### src/rtl/pc_sequencer_if.sv
// Instruction-memory fetch handshake: the sequencer raises imem_req in FETCH,
// memory answers with imem_ack and the instruction word on instr_in.
interface pc_sequencer_if #(
  parameter int WIDTH = 32
);
  logic             imem_req;
  logic             imem_ack;
  logic [WIDTH-1:0] instr_in;

  modport master (output imem_req, input imem_ack, input instr_in);
  modport slave  (input imem_req, output imem_ack, output instr_in);
endinterface

### src/rtl/pc_sequencer.sv
// Multicycle FETCH/DECODE/EXEC/WB control FSM with IR, fetch timeout and halt/resume.
// Optional performance counters are built when PC_SEQ_PERF_CNT_EN is defined.
module pc_sequencer #(
  parameter int WIDTH        = 32,
  parameter int IMEM_TIMEOUT = 15
) (
  input  logic                  clk,
  input  logic                  rst,
  input  logic                  halt,
  pc_sequencer_if.master        imem,
  output logic [WIDTH-1:0]      ir,
  input  logic                  eq,
  output logic                  pc_en,
  output logic                  pcsrc,
  output logic                  regwrite,
  output logic                  halted,
  output logic                  fault,
  output logic [31:0]           cycle_cnt,
  output logic [31:0]           instret_cnt
);

  localparam int TW = (IMEM_TIMEOUT > 1) ? $clog2(IMEM_TIMEOUT) : 1;
  localparam logic [TW-1:0] TIMER_LAST = TW'(IMEM_TIMEOUT - 1);

  typedef enum logic [2:0] {IDLE, FETCH, DECODE, EXEC, WB, HALT} state_t;

  state_t           state_reg, state_next;
  logic [WIDTH-1:0] ir_reg, ir_next;
  logic [TW-1:0]    timer_reg, timer_next;
  logic             fault_reg, fault_next;
  logic             is_br_reg, is_br_next;
  logic             is_jal_reg, is_jal_next;
  logic             taken_reg, taken_next;
  logic             br_taken;

  // beq taken on equal, bne on not-equal; every other funct3 falls through
  assign br_taken = ((ir_reg[14:12] == 3'b000) &  eq) |
                    ((ir_reg[14:12] == 3'b001) & ~eq);

  always_ff @(posedge clk or posedge rst) begin
    if (rst) begin
      state_reg  <= IDLE;
      ir_reg     <= '0;
      timer_reg  <= '0;
      fault_reg  <= 1'b0;
      is_br_reg  <= 1'b0;
      is_jal_reg <= 1'b0;
      taken_reg  <= 1'b0;
    end else begin
      state_reg  <= state_next;
      ir_reg     <= ir_next;
      timer_reg  <= timer_next;
      fault_reg  <= fault_next;
      is_br_reg  <= is_br_next;
      is_jal_reg <= is_jal_next;
      taken_reg  <= taken_next;
    end
  end

  always_comb begin
    state_next  = state_reg;
    ir_next     = ir_reg;
    timer_next  = '0;
    fault_next  = fault_reg;
    is_br_next  = is_br_reg;
    is_jal_next = is_jal_reg;
    taken_next  = taken_reg;
    case (state_reg)
      IDLE:   state_next = halt ? HALT : FETCH;
      FETCH: begin
        if (imem.imem_ack) begin
          ir_next    = imem.instr_in;
          state_next = DECODE;
        end else if (timer_reg == TIMER_LAST) begin
          // ack given up on: fault is sticky, only rst leaves HALT afterwards
          fault_next = 1'b1;
          state_next = HALT;
        end else begin
          timer_next = timer_reg + 1'b1;
        end
      end
      DECODE: begin
        is_br_next  = (ir_reg[6:0] == 7'b1100011);
        is_jal_next = (ir_reg[6:0] == 7'b1101111);
        state_next  = EXEC;
      end
      EXEC: begin
        taken_next = is_jal_reg | (is_br_reg & br_taken);
        state_next = WB;
      end
      WB:     state_next = halt ? HALT : FETCH;
      HALT:   if (!fault_reg && !halt) state_next = FETCH;
      default: state_next = IDLE;
    endcase
  end

  // Strobes decode from state only, so an asynchronous reset clears them at once
  assign imem.imem_req = (state_reg == FETCH);
  assign pc_en         = (state_reg == WB);
  assign pcsrc         = pc_en & taken_reg;
  assign regwrite      = pc_en & ~is_br_reg;
  assign halted        = (state_reg == HALT);
  assign fault         = fault_reg;
  assign ir            = ir_reg;

`ifdef PC_SEQ_PERF_CNT_EN
  logic [31:0] cycle_cnt_reg;
  logic [31:0] instret_cnt_reg;

  always_ff @(posedge clk or posedge rst) begin
    if (rst) begin
      cycle_cnt_reg   <= '0;
      instret_cnt_reg <= '0;
    end else begin
      cycle_cnt_reg <= cycle_cnt_reg + 32'd1;
      if (state_reg == WB) instret_cnt_reg <= instret_cnt_reg + 32'd1;
    end
  end

  assign cycle_cnt   = cycle_cnt_reg;
  assign instret_cnt = instret_cnt_reg;
`else
  assign cycle_cnt   = '0;
  assign instret_cnt = '0;
`endif

endmodule
### src/flat_wrapper.sv
// flat-port wrapper written by rule: the top's interface ports become plain ports
module pc_sequencer_flat 
#(
  parameter int WIDTH        = 32,
  parameter int IMEM_TIMEOUT = 15
)
  (clk, rst, halt, ir, eq, pc_en, pcsrc, regwrite, halted, fault, cycle_cnt, instret_cnt, imem_imem_req, imem_imem_ack, imem_instr_in);
  pc_sequencer_if #(.WIDTH(WIDTH)) imem_i ();
  input  logic clk;
  input  logic rst;
  input  logic halt;
  output logic [WIDTH-1:0] ir;
  input  logic eq;
  output logic pc_en;
  output logic pcsrc;
  output logic regwrite;
  output logic halted;
  output logic fault;
  output logic [31:0] cycle_cnt;
  output logic [31:0] instret_cnt;
  output wire logic [$bits(imem_i.imem_req)-1:0] imem_imem_req;
  input wire logic [$bits(imem_i.imem_ack)-1:0] imem_imem_ack;
  input wire logic [$bits(imem_i.instr_in)-1:0] imem_instr_in;
  assign imem_imem_req = imem_i.imem_req;
  assign imem_i.imem_ack = imem_imem_ack;
  assign imem_i.instr_in = imem_instr_in;
  pc_sequencer #(.WIDTH(WIDTH), .IMEM_TIMEOUT(IMEM_TIMEOUT)) u_core (.clk(clk), .rst(rst), .halt(halt), .imem(imem_i), .ir(ir), .eq(eq), .pc_en(pc_en), .pcsrc(pcsrc), .regwrite(regwrite), .halted(halted), .fault(fault), .cycle_cnt(cycle_cnt), .instret_cnt(instret_cnt));
endmodule
### config.mk
export PLATFORM = sky130hd
export DESIGN_NAME = pc_sequencer_flat
export DESIGN_NICKNAME = d
export VERILOG_FILES = /design/src/rtl/pc_sequencer_if.sv /design/src/rtl/pc_sequencer.sv /design/src/flat_wrapper.sv
export SDC_FILE = /design/constraint.sdc
export NUM_CORES = 1
export LEC_CHECK = 0
export BUFFER_PORTS_ARGS = -buffer_cell sky130_fd_sc_hd__buf_2
export CAP_MARGIN = 20
export CORE_MARGIN = 2
export CORE_UTILIZATION = 48
export CTS_BUF_LIST = sky130_fd_sc_hd__clkbuf_8 sky130_fd_sc_hd__clkbuf_16
export DETAILED_ROUTE_END_ITERATION = 10
export HOLD_SLACK_MARGIN = 0.02
export PLACE_DENSITY = 0.86
export SYNTH_ARGS = -nofsm -noshare
export SYNTH_HDL_FRONTEND = slang
export SYNTH_SLANG_ARGS = --single-unit
### constraint.sdc
create_clock -name clk -period 3.3 [get_ports clk]
set_input_delay 0.66 -clock clk [delete_from_list [all_inputs] [get_ports clk]]
set_output_delay 0.66 -clock clk [all_outputs]
set_load 0.02 [all_outputs]
==> key figures, run 1 <==
Finish
  • Area growth syn-to-layout: 8.26%
  • Layout cells sized above 1: 44.4%
  • Final Cell Area: 2640 um^2
  • Max FFs per register: 32
  • Final-stage net count: 304
  • N_diodes: 0
  • Final design utilization: 54.8%

Die
  • Die ar.: 5660 um^2
  • DIE WIDTH: 75.3 um
  • Core area: 4820 um^2
  • I/O pins: 139
  • FP Rows: 25
  • Die Y: 75.3 um
  • Initial Util: 50.6%

Global route
  • Vias in the first global route: 1243
  • Initial antenna violation count: 0
  • Largest net degree at the start of global routing: 44
  • Global-route wire length before repair: 5650 um
  • Remaining global-route overflow: 0
  • Total track usage: 13.3%

Synth
  • Sequential area share after synthesis: 44.1%
  • Unique masters post-synth: 33
  • Most numerous cell in the Yosys netlist: buf_4
  • Synthesized area per cell: 12.8 um^2
  • Largest family of logic cells by synthesized area: buffers and inverters
  • Ys async rst share: 100%
  • Post-Synth XOR/XNOR Area: 1.08%
  • Synthesized-area fraction occupied by adder cells: 1.03%
  • Post-synth top area share: 44.1%
  • Area leader, netlist: dfrtp_1
  • Syn Std Cell Area: 2440 um^2
  • Area contributors post-synth: dfrtp_1 44%, buf_4 20%, mux2_4 18%, buf_12 2.5%, mux2_2 1.4%
  • Predominant post-synthesis flop cell: dfrtp_1
  • Seq cells post-synth: 43
  • Post-synth EDFFs: 0
  • Synth warnings: 0
  • Post-Synth Simple-Gate Area: 6.93%
  • Mux share of post-synthesis cell area: 19.9%
  • Post-synthesis compound-gate area fraction: 3.08%
  • Syn Inst Count: 191
  • Synth top cells by count: 65 x buf_4, 43 x dfrtp_1, 30 x mux2_4, 7 x nor2_1, 5 x nand2_1

Clocking
  • Clk_lat worst skew: 0.28 ns
  • Hold Buf Count CTS: 0
  • Num Clock Sinks: 43
  • CTS buffer count: 5
  • # Post-CTS Setup Buffers: 0
  • CTS Root Cell: clkbuf_8
  • Clk buf depth: 2
  • H-tree lvl count: 2
  • Clock transition at path regs: 0.08 ns
  • CTS tree: built
  • PostCTS Resize Cnt: 0

Critical path
  • CP arrival: 1.45 ns
  • Depth of the most critical reg-to-reg path: 3
  • Reg2Reg Setup Slack: 1.48 ns
  • Worst Setup Start Kind: flop
  • Crit path kind: flop to output pin
  • Reg2reg end: u_core.ir[5]
  • CP Max Fanout: 11
  • Crit. End Element: output pin
  • Worst Path Required: 2.64 ns
  • RR Startpoint: u_core.state_reg[0]

Pwr
  • Pwr per Cell Area: 948 nW/um^2
  • P_leak: 0.00144 uW
  • VDD IR-drop max: 398 uV

Timing
  • Unrepaired setup endpoints after global routing: false
  • Final period utilization: 63.8%
  • Final count of hold timing violations: 0
  • Slew Viols, Final: 0
  • Fmax: 475 MHz
  • Final setup viols: 0
  • Fin crit period: 2.11 ns
  • Slew HR: 40.9%
  • Max Clock Skew: 0.00213 ns
  • Setup_tns: 0 ns
  • Worst Tran Pin Value: 0.885 ns

Placement
  • Post-detail-place hpwl: 2850 um
  • Final RePlAce weighted congestion: 0.827
  • Post-placement cell area: 2560 um^2
  • Buffers on Ports: 74

Worst hold path
  • Hold path start: u_core.is_jal_reg
  • Worst Hold End: u_core.is_jal_reg
  • WHS Path Cells: 2
  • HP Class: flop to flop

Flow run
  • Max-cap violations: 0

Routing
  • Detailed Route WL: 3880 um
  • DR vias: 1404
  • Routed WL per cell: 11.7 um
  • Iter 0 DRT Violations: 40
  • Final ANT Viol Nets: 0
  • Vias per Instance: 4.22
  • # DRC: 0
  • Pre-antenna DRT Iters: 4

Outcome
  • Status: completed
[power by group]
part           switching [uW]  internal [uW]
Clock                     166            142
Combinational             644            600
Sequential                187            764
Total                     996           1510
[per-stage QoR]
step | std cells | hold slack (ns) | setup slack [ns] | total power (uW)
6_report | 333 | 0.483 | 1.19 | 2500
5_1_grt | 333 | 0.526 | 1.07 | 2660
4_1_cts | 333 | 0.490 | 1.17 | 2540
3_5_place_dp | 325 | 0.473 | 1.43 | 2210
3_3_place_gp | 325 | 0.473 | 1.46 | 2180
2_1_floorplan | 254 | 0.449 | 1.07 | 2010
[placed cells by master, fill, tap and decap left out, drive strengths merged]
cell type | Yosys | final
and3b | 1 | 1
nor2 | 7 | 7
nand2b | 1 | 1
a22o | 2 | 2
a21oi | 1 | 1
nor2b | 2 | 2
o41ai | 1 | 1
ha | 2 | 2
clkbuf | 0 | 5
inv | 2 | 4
a41o | 1 | 1
and2b | 2 | 2
or2 | 1 | 1
mux2 | 33 | 33
dfrtp | 43 | 43
nand3 | 2 | 2
nand2 | 5 | 5
conb | 1 | 64
xor2 | 2 | 2
nor4b | 1 | 1
clkinv | 0 | 1
a31oi | 2 | 2
xnor2 | 1 | 1
o31ai | 1 | 1
buf | 70 | 74
and2 | 2 | 2
nor3b | 2 | 2
o22ai | 1 | 1
or3b | 1 | 1
nand4 | 1 | 1
[cell type report]
cell class | instances | area [um^2]
clock buffers | 5 | 68.8
clock inverters | 3 | 12.5
fillers | 431 | 2180
inverters | 2 | 7.51
multi-input cells | 139 | 1020
flip-flops and latches | 43 | 1080
well taps | 67 | 83.8
repair buffers | 74 | 370
[cell families after synthesis]
group                    after synthesis
buffers and inverters                 72
flip-flops                            43
multiplexers                          33
AND/OR/NAND/NOR                       28
AO/OA/AOI/OAI                          9
XOR/XNOR                               3
adder cells (fa/ha/maj)                2
other                                  1
[worst max-delay path by stage]
stage / from / endpoint / slack [ns] / cells past startpoint
floorplan: u_core.state_reg[1] / regwrite / 1.07 / 3
finish: u_core.state_reg[1] / regwrite / 1.19 / 3
global placement: imem_imem_ack / u_core.ir[6] / 1.46 / 3
detailed placement: imem_imem_ack / u_core.ir[5] / 1.43 / 3
CTS: u_core.state_reg[2] / regwrite / 1.17 / 3
global route: u_core.state_reg[1] / regwrite / 1.07 / 3
[per-layer routing]
| metal | GRT usage [%] | part of all wire (%) |
|---|---|---|
| met5 | 0 | 0 |
| met3 | 4.02 | 7.5 |
| met4 | 4.09 | 0.67 |
| met2 | 21.5 | 52 |
| met1 | 17.1 | 39 |
[worst max-delay path, cell delays in order (launching register included)]
cell     delay, ns
dfrtp_1       0.51
nor3b_1       0.32
nor2b_1       0.16
buf_2         0.17
Note: power is estimated with default switching activity, not from simulation.
==> inputs of run 2 (changes only) <==
--- a/config.mk
+++ b/config.mk
@@ -8,11 +8,11 @@
 export BUFFER_PORTS_ARGS = -buffer_cell sky130_fd_sc_hd__buf_2
 export CAP_MARGIN = 20
 export CORE_MARGIN = 2
-export CORE_UTILIZATION = 48
+export CORE_UTILIZATION = 40
 export CTS_BUF_LIST = sky130_fd_sc_hd__clkbuf_8 sky130_fd_sc_hd__clkbuf_16
 export DETAILED_ROUTE_END_ITERATION = 10
 export HOLD_SLACK_MARGIN = 0.02
-export PLACE_DENSITY = 0.86
+export PLACE_DENSITY = 0.77
 export SYNTH_ARGS = -nofsm -noshare
 export SYNTH_HDL_FRONTEND = slang
 export SYNTH_SLANG_ARGS = --single-unit
==> constraint.sdc (replaced) <==
create_clock -name clk -period 1.9 [get_ports clk]
set_input_delay 0.38 -clock clk [delete_from_list [all_inputs] [get_ports clk]]
set_output_delay 0.38 -clock clk [all_outputs]
set_load 0.02 [all_outputs]
==> run 2 against run 1 <==
Against the previous run:
- register-to-register slack worse by 1.2 ns
- clock power grew 120%
- core utilization fell by 8.3 points
- clock skew grew 0.0034 ns
- die area is 19% higher
- sequential share of layout area decreased by 1.6 points
- sequential power up 71%
- total power rose by 84%
- non-clock buffer count rose by 6
- critical path type unchanged
- critical endpoint unchanged
- largest cell class unchanged
- largest power group unchanged
- highest routed layer unchanged
==> key figures, run 2 (synthesis gave the netlist of run 1 again) <==
Die
  • Die Y: 82.1 um (+9.0%)
  • I/O pins: 139 (unchanged)
  • Initial Util: 41.2% (-9.4 points)
  • DIE WIDTH: 82.1 um (+9.0%)
  • FP Rows: 28 (+12%)
  • Core area: 5920 um^2 (+23%)
  • Die ar.: 6730 um^2 (+19%)

Clocking
  • Num Clock Sinks: 43 (unchanged)
  • CTS Root Cell: clkbuf_8
  • Clock transition at path regs: 0.08 ns (about the same)
  • CTS buffer count: 5 (unchanged)
  • Clk buf depth: 2 (unchanged)
  • Clk_lat worst skew: 0.29 ns (about the same)
  • H-tree lvl count: 2 (unchanged)
  • CTS tree: built

Critical path
  • Worst Setup Start Kind: flop
  • CP peak stage delay: 0.41 ns (-0.10 ns)
  • CP Max Fanout: 10 (-1)
  • CP arrival: 1.38 ns (-0.07 ns)
  • Slowest-stage cell, CP: dfrtp_1
  • Reg2reg end: u_core.ir[5]
  • Crit path kind: flop to output pin
  • Crit. End Element: output pin
  • Depth of the most critical reg-to-reg path: 4 (+1)
  • Worst Path Required: 1.52 ns (-1.12 ns)
  • Reg2Reg Setup Slack: 0.27 ns (-1.21 ns)
  • RR Startpoint: u_core.state_reg[2]
  • Crit-path cells: buf_4, nor3b_4, nor2b_1, buf_2

Timing
  • Final count of hold timing violations: 0 (unchanged)
  • Worst hold slack: 0.0948 ns (-0.388 ns)
  • Fmax: 567 MHz
  • Final period utilization: 92.8%
  • Max Clock Skew: 0.00557 ns (+0.00345 ns)
  • Fin crit period: 1.76 ns
  • Slew Viols, Final: 0 (unchanged)
  • Unrepaired setup endpoints after global routing: false
  • Final setup viols: 0 (unchanged)
  • Setup_tns: 0 ns (unchanged)

Finish
  • Area growth syn-to-layout: 12.9%
  • N_diodes: 0 (unchanged)
  • Final-stage net count: 310 (+2.0%)
  • Seq. cell area: 1080 um^2 (+0.12%)
  • Highest-count cells in the layout ignoring fill and taps: 74 x buf_2, 64 x conb_1, 42 x dfrtp_1, 30 x mux2_4, 7 x nor2_1
  • Max FFs per register: 32 (unchanged)
  • Multi-input logic area: 1030 um^2 (+1.1%)
  • Commonest non-fill, non-tap cell in the layout: buf_2
  • Layout cells sized above 1: 46.5% (+2.1 points)
  • FILL cells: 572 (+33%)

Placement
  • Post-detail-place hpwl: 3100 um (+8.6%)
  • Buffers on Ports: 74 (unchanged)
  • Final RePlAce weighted congestion: 0.670 (-19%)

Outcome
  • Status: completed

Global route
  • Largest net degree at the start of global routing: 23 (-48%)
  • Total track usage: 11.9% (-1.4 points)
  • Met2 Use GR: 18.5% (-3.0 points)
  • Met1 usage: 15.7% (-1.4 points)
  • Most Crowded Layer GR: met2
  • Initial antenna violation count: 0 (unchanged)
  • Remaining global-route overflow: 0 (unchanged)
  • Global-route wire length before repair: 5980 um (+5.9%)
  • Vias in the first global route: 1246 (+0.24%)
  • Met3 GRT Util: 3.19% (-0.83 points)

Routing
  • DR vias: 1403 (-0.071%)
  • Iter 0 DRT Violations: 46 (+15%)
  • # DRC: 0 (unchanged)
  • Pre-antenna DRT Iters: 3 (-1)
  • Detailed Route WL: 4030 um (+3.9%)
  • Final ANT Viol Nets: 0 (unchanged)
  • Vias per Instance: 4.05 (-3.8%)
  • Routed WL per cell: 11.7 um (about the same)

Pwr
  • VDD IR-drop max: 688 uV (+73%)
  • Pwr per Cell Area: 1680 nW/um^2 (+77%)
  • P_leak: 0.00148 uW (+3.0%)

Flow run
  • Max-cap violations: 0 (unchanged)

Worst hold path
  • HP Class: input pin to async pin
run 2: cell count changes in the layout (fill, tap and decap cells not counted):
| cell | previous run | this run |
|---|---|---|
| buf_4 | 0 | 4 |
| buf_12 | 0 | 2 |
| bufinv_16 | 0 | 1 |
| clkinv_2 | 1 | 0 |
| dfrtp_1 | 43 | 42 |
| dfrtp_2 | 0 | 1 |
| inv_1 | 3 | 2 |
| nor3b_1 | 1 | 0 |
| nor3b_4 | 1 | 2 |
run 2: cell type report:
cell class	instances	share of cell area, %
clock inverters	2	1.23
inverters	2	0.273
well taps	75	3.41
flip-flops and latches	43	39.1
multi-input cells	139	37.5
repair buffers	80	16.0
clock buffers	5	2.50
run 2: through the flow:
stage	cells	power (uW)	instance area [um^2]	util, %	worst slack [ns]
finish	346	4620	2750	46.5	0.137
global route	346	4930	2750	46.5	0.0374
CTS	346	4670	2750	46.4	0.0909
detailed placement	339	3960	2640	44.6	0.251
global placement	339	3920	2640	44.6	0.273
floorplan	254	3490	2680	-	0.199
run 2: worst max-delay path by stage:
stage,startpoint,to,slack (ns),cells past startpoint
floorplan,u_core.state_reg[1],regwrite,0.20,3
global placement,u_core.state_reg[2],u_core.ir[6],0.27,4
detailed placement,u_core.state_reg[2],u_core.ir[5],0.25,4
CTS,u_core.state_reg[1],regwrite,0.09,4
global route,u_core.state_reg[1],regwrite,0.04,4
finish,u_core.state_reg[1],regwrite,0.14,4
run 2: critical path: cells and delay by family (launching register included):
kind	cells	cell delay (ns)
simple gates	2	0.34
flops	1	0.41
buf+inv	2	0.35
run 2: per-layer routing:
metal,up-vias,share of wire [%]
li1,665,-
met1,659,42
met2,75,49
met3,4,7.9
met4,0,0.89
met5,-,0
run 2: report_power, final:
group          switching (uW)  internal, uW
Clock                     294           380
Sequential                288          1330
Combinational            1190          1130
Total                    1770          2840
run 2: timing repair:
| item | CTS | global route |
|---|---|---|
| endpoints found under the hold margin | 0 | 0 |
| setup endpoints to repair | 0 | 2 |
| gates resized for setup | 0 | 2 |
| hold buffers | 0 | 0 |
| buffers inserted | 0 | 0 |
